<file path="src/rtl/mult_datapath_if.sv">
// Strobe, operand and status bundle between the multiplier control FSM and mult_datapath.
interface mult_datapath_if #(
    parameter int WIDTH = 8
);
    logic                   Start;
    logic                   Add;
    logic                   Shift;
    logic                   Halt;
    logic [WIDTH-1:0]       Multiplicand;
    logic [WIDTH-1:0]       Multiplier;
    logic                   Q0;
    logic                   C0;
    logic [2*WIDTH-1:0]     Product;
    logic                   Done;

    modport master (
        output Start, Add, Shift, Halt, Multiplicand, Multiplier,
        input  Q0, C0, Product, Done
    );

    modport slave (
        input  Start, Add, Shift, Halt, Multiplicand, Multiplier,
        output Q0, C0, Product, Done
    );
endinterface

</file>
<file path="src/rtl/mult_datapath.sv">
// Shift-add multiplier datapath (M, C:A:Q, bit counter) driven by one-hot control strobes.
// Optional product holding register and Done pulse: define MULT_PRODUCT_REG_EN.
module mult_datapath #(
    parameter int WIDTH = 8
) (
    input  logic            Clock,
    input  logic            Reset,
    mult_datapath_if.slave  bus
);
    localparam int CNT_W = $clog2(WIDTH);

    logic [WIDTH-1:0] m_r, a_r, q_r;
    logic [WIDTH-1:0] m_s, a_s, q_s;
    logic             c_r, c_s;
    logic [CNT_W-1:0] cnt_r, cnt_s;
    logic [WIDTH:0]   sum_s;

    assign sum_s = {1'b0, a_r} + {1'b0, m_r};

    // Next-state selection; strobe priority Start > Add > Shift, Halt and idle hold
    always_comb begin
        m_s   = m_r;
        a_s   = a_r;
        q_s   = q_r;
        c_s   = c_r;
        cnt_s = cnt_r;
        if (bus.Start) begin
            m_s   = bus.Multiplicand;
            q_s   = bus.Multiplier;
            a_s   = {WIDTH{1'b0}};
            c_s   = 1'b0;
            cnt_s = CNT_W'(WIDTH - 1);
        end else if (bus.Add) begin
            {c_s, a_s} = sum_s;
        end else if (bus.Shift) begin
            c_s   = 1'b0;
            a_s   = {c_r, a_r[WIDTH-1:1]};
            q_s   = {a_r[0], q_r[WIDTH-1:1]};
            cnt_s = (cnt_r == {CNT_W{1'b0}}) ? cnt_r : (cnt_r - CNT_W'(1));
        end else begin
            cnt_s = cnt_r;
        end
    end

    // Datapath registers
    always_ff @(posedge Clock or negedge Reset) begin
        if (!Reset) begin
            m_r   <= {WIDTH{1'b0}};
            a_r   <= {WIDTH{1'b0}};
            q_r   <= {WIDTH{1'b0}};
            c_r   <= 1'b0;
            cnt_r <= {CNT_W{1'b0}};
        end else begin
            m_r   <= m_s;
            a_r   <= a_s;
            q_r   <= q_s;
            c_r   <= c_s;
            cnt_r <= cnt_s;
        end
    end

    assign bus.Q0 = q_r[0];
    assign bus.C0 = (cnt_r == {CNT_W{1'b0}});

`ifdef MULT_PRODUCT_REG_EN
    logic                 halt_s;
    logic                 halt_d_r;
    logic                 done_r;
    logic [2*WIDTH-1:0]   prod_r;

    // Halt only counts when no higher-priority strobe accompanies it
    assign halt_s = bus.Halt & ~bus.Start & ~bus.Add & ~bus.Shift;

    // Capture the product on the first Halt cycle and pulse Done after it
    always_ff @(posedge Clock or negedge Reset) begin
        if (!Reset) begin
            halt_d_r <= 1'b0;
            done_r   <= 1'b0;
            prod_r   <= {(2*WIDTH){1'b0}};
        end else begin
            halt_d_r <= halt_s;
            done_r   <= halt_s & ~halt_d_r;
            if (halt_s && !halt_d_r) begin
                prod_r <= {a_r, q_r};
            end
        end
    end

    assign bus.Product = prod_r;
    assign bus.Done    = done_r;
`else
    assign bus.Product = {a_r, q_r};
    assign bus.Done    = bus.Halt;
`endif
endmodule

</file>
<file path="src/flat_wrapper.sv">
// flat-port wrapper written by rule: the top's interface ports become plain ports
module mult_datapath_flat 
#(
    parameter int WIDTH = 8
)
  (Clock, Reset, bus_Start, bus_Add, bus_Shift, bus_Halt, bus_Multiplicand, bus_Multiplier, bus_Q0, bus_C0, bus_Product, bus_Done);
  mult_datapath_if #(.WIDTH(WIDTH)) bus_i ();
  input  logic Clock;
  input  logic Reset;
  input wire logic [$bits(bus_i.Start)-1:0] bus_Start;
  input wire logic [$bits(bus_i.Add)-1:0] bus_Add;
  input wire logic [$bits(bus_i.Shift)-1:0] bus_Shift;
  input wire logic [$bits(bus_i.Halt)-1:0] bus_Halt;
  input wire logic [$bits(bus_i.Multiplicand)-1:0] bus_Multiplicand;
  input wire logic [$bits(bus_i.Multiplier)-1:0] bus_Multiplier;
  output wire logic [$bits(bus_i.Q0)-1:0] bus_Q0;
  output wire logic [$bits(bus_i.C0)-1:0] bus_C0;
  output wire logic [$bits(bus_i.Product)-1:0] bus_Product;
  output wire logic [$bits(bus_i.Done)-1:0] bus_Done;
  assign bus_i.Start = bus_Start;
  assign bus_i.Add = bus_Add;
  assign bus_i.Shift = bus_Shift;
  assign bus_i.Halt = bus_Halt;
  assign bus_i.Multiplicand = bus_Multiplicand;
  assign bus_i.Multiplier = bus_Multiplier;
  assign bus_Q0 = bus_i.Q0;
  assign bus_C0 = bus_i.C0;
  assign bus_Product = bus_i.Product;
  assign bus_Done = bus_i.Done;
  mult_datapath #(.WIDTH(WIDTH)) u_core (.Clock(Clock), .Reset(Reset), .bus(bus_i));
endmodule
</file>
<file path="config.mk">
export PLATFORM = sky130hd
export DESIGN_NAME = mult_datapath_flat
export DESIGN_NICKNAME = d
export VERILOG_FILES = /design/src/rtl/mult_datapath_if.sv /design/src/rtl/mult_datapath.sv /design/src/flat_wrapper.sv
export SDC_FILE = /design/constraint.sdc
export NUM_CORES = 1
export LEC_CHECK = 0
export ABC_CLOCK_PERIOD_IN_PS = 2000
export CAP_MARGIN = 5
export CORE_ASPECT_RATIO = 0.75
export CORE_MARGIN = 3
export CORE_UTILIZATION = 49
export DETAILED_ROUTE_END_ITERATION = 6
export PLACE_DENSITY = 0.89
export SYNTH_ARGS = -nofsm -noshare
export SYNTH_HDL_FRONTEND = slang
export SYNTH_SLANG_ARGS = --single-unit
</file>
<file path="constraint.sdc">
create_clock -name Clock -period 2 [get_ports Clock]
set_input_delay 0.4 -clock Clock [delete_from_list [all_inputs] [get_ports Clock]]
set_output_delay 0.4 -clock Clock [all_outputs]
set_load 0.1 [all_outputs]
</file>
==> impl_metrics.csv <==
group,metric,value,unit
synth,synth_ff_type,"dfrtp_1",
floorplanning,die_w,73.19,um
cells_and_area,nets,238,
synth,synth_cell_type_count,44,
worst_setup_path,worstReg2RegStart,"u_core.a_r[0]",
global_route,grt_pass1_wl,6630,um
worst_setup_path,start_kind,"flop",
clock_tree,cts_setup_buffers,0,
cells_and_area,n_antenna_cell,0,
global_route,grt_pass1_vias,1379,
synth,synth_edf_count,0,
global_route,grt-ovfl-total,0,
pwr,powerDensity,876.6,nW/um^2
run,maxCapViolCount,0,
place,post-dp-hpwl,3067,um
global_route,grt_usage,20.19,%
clock_tree,clk_pin_slew,0.10,ns
clock_tree,ctsResizeCount,0,
place,place_congestion,0.8684,
pwr,ir_worst_vdd,645.2,uV
cells_and_area,area_delta_synth_final,29.56,%
clock_tree,htreeDepth,1,
floorplanning,core-area,3084,um^2
drt,routed_wl,3906,um
synth,synth_nets,196,
place,portBuffers,38,
cells_and_area,final_core_util,69.70,%
worst_setup_path,cp_max_fo,4,
drt,wl_per_cell,16.14,um
timing,period_needed,1.912,ns
timing,setup_tns,0,ns
timing,slew_headroom,61.63,%
drt,vias_per_cell,5.723,
clock_tree,clockBufferDepth,2,
worst_setup_path,critical_path_required,2.17,ns
timing,hold_viol_final,0,
floorplanning,ios,41,
clock_tree,numCtsBuffers,3,
drt,drt_first_iter_violations,110,
synth,synthArstFlopShare,100.0,%
timing,holdWs,0.4877,ns
clock_tree,ctsHoldBuffers,0,
timing,rsz0062_at_grt,"no",
floorplanning,fp.dieH,56.40,um
clock_tree,clockRootBuffer,"clkbuf_8",
pwr,cellLeakagePower,0.9555,nW
synth,syn_area,1659,um^2
pwr,power,0.001884,W
run_status,status,"complete, no violations",
timing,min_period_over_period,95.62,%
worst_setup_path,arrival,2.08,ns
worst_setup_path,end_kind,"flop",
clock_tree,clk_latency,0.28,ns
worst_hold_path,holdCritPathClass,"in -> async",
timing,fmax,0.5229,GHz
synth,seq_area_frac_synth,42.23,%
synth,postSynthCellCount,163,
synth,syn_avg_cell_area,10.18,um^2
drt,vias,1385,
clock_tree,cts_tree,"done",
cells_and_area,drive_above_1_share,25.00,%
floorplanning,die_area,4128,um^2
timing,finalSetupViolCount,0,
floorplanning,start_util,53.79,%
clock_tree,clock-sinks,28,
global_route,antenna_found_initial,0,
drt,drc,0,
worst_setup_path,crit_start,"u_core.a_r[0]",
place,pre_cts_slack,0.007166,ns
timing,worst_pin_slew,0.5749,ns
timing,drv_slew,0,
worst_setup_path,r2r_setup_slack,0.09,ns
floorplanning,rows,17,
timing,setup_slack,0.08754,ns
synth,ys_warn_count,0,
drt,antenna_left,0,
worst_setup_path,crit_type,"reg -> reg",
drt,drtPass1Iterations,4,
timing,finClkSkew,0.009344,ns
synth,ys_seq_elements,28,
global_route,grt_max_degree,29,
[report_power, final]
group	internal (W)	switching (W)
combinational	0.000249	0.000580
clock	0.000176	0.000177
sequential	0.000639	0.0000617
[worst paths after layout]
kind                            cells after the start             to
min in group Clock                                  2  u_core.q_r[2]
worst min-delay path                                2  u_core.m_r[7]
max in group asynchronous                           2  u_core.a_r[0]
worst max register to register                      7     u_core.c_r
worst min register to register                      2  u_core.q_r[2]
worst max-delay path                                7     u_core.c_r
[state kept, by name, summed over array words and instances, names as in the netlist]
register	count
u_core.a_r	8
u_core.m_r	8
u_core.q_r	8
u_core.cnt_r	3
u_core.c_r	1
[cells by family after synthesis]
| group | synth area share [%] |
|---|---|
| XOR/XNOR | 1.584 |
| AO/OA/AOI/OAI | 17.12 |
| buffers and inverters | 4.901 |
| flip-flops | 42.23 |
| AND/OR/NAND/NOR | 14.03 |
| multiplexers | 11.39 |
| adder cells (fa/ha/maj) | 8.748 |
[layer usage]
metal | vias to the layer above | global-route usage, % | wire [um]
li1 | 665 | - | -
met1 | 670 | 28.35 | 1709
met2 | 42 | 32.48 | 1968
met3 | 8 | 3.041 | 171
met4 | 0 | 4.737 | 57
met5 | - | 0 | 0
[stage by stage]
| step | cell area, um^2 | instances |
|---|---|---|
| final | 2150 | 242 |
| after global placement | 2095 | 238 |
| after global routing | 2150 | 242 |
| after detailed placement | 2095 | 238 |
| after CTS | 2150 | 242 |
| after floorplan | 1683 | 163 |
[cells in the final DEF (no fill, tap or decap), types with 3 or more instances in the layout]
cell,count
a211oi_1,8
a21oi_1,5
buf_4,26
clkbuf_8,4
clkdlybuf4s50_1,20
dfrtp_1,21
dfrtp_2,5
ha_1,10
inv_1,8
mux2_2,7
mux2i_1,11
nand2_1,14
nand3_1,3
nor2_1,7
nor2b_1,5
o21a_1,3
o21ai_0,13
[layout make-up]
cell class,instances,area [um^2]
Timing Repair Buffer,47,415.4
Tap cell,38,47.55
Sequential cell,28,714.4
Multi-Input combinational cell,117,887.1
Clock buffer,4,55.05
Fill cell,222,934.6
Inverter,8,30.03
[Yosys cell counts (5+ instances only)]
master,instances,share of area [%]
dfrtp_1,28,42
nand2_1,14,3.2
o21ai_0,13,3.9
mux2i_1,11,6.6
ha_1,10,7.5
a211oi_1,8,3.6
inv_1,8,1.8
mux2_2,7,4.8
nor2_1,7,1.6
nor2b_1,6,2.3
a21oi_1,5,1.5
buf_2,5,1.5
[critical path: stages (launching register included)]
cell,delay (ns)
dfrtp_4,0.50
ha_1,0.23
inv_1,0.08
fa_2,0.24
nor2b_4,0.05
o21a_1,0.18
o31a_1,0.26
o31a_1,0.28
(Power assumes the default switching activity.)
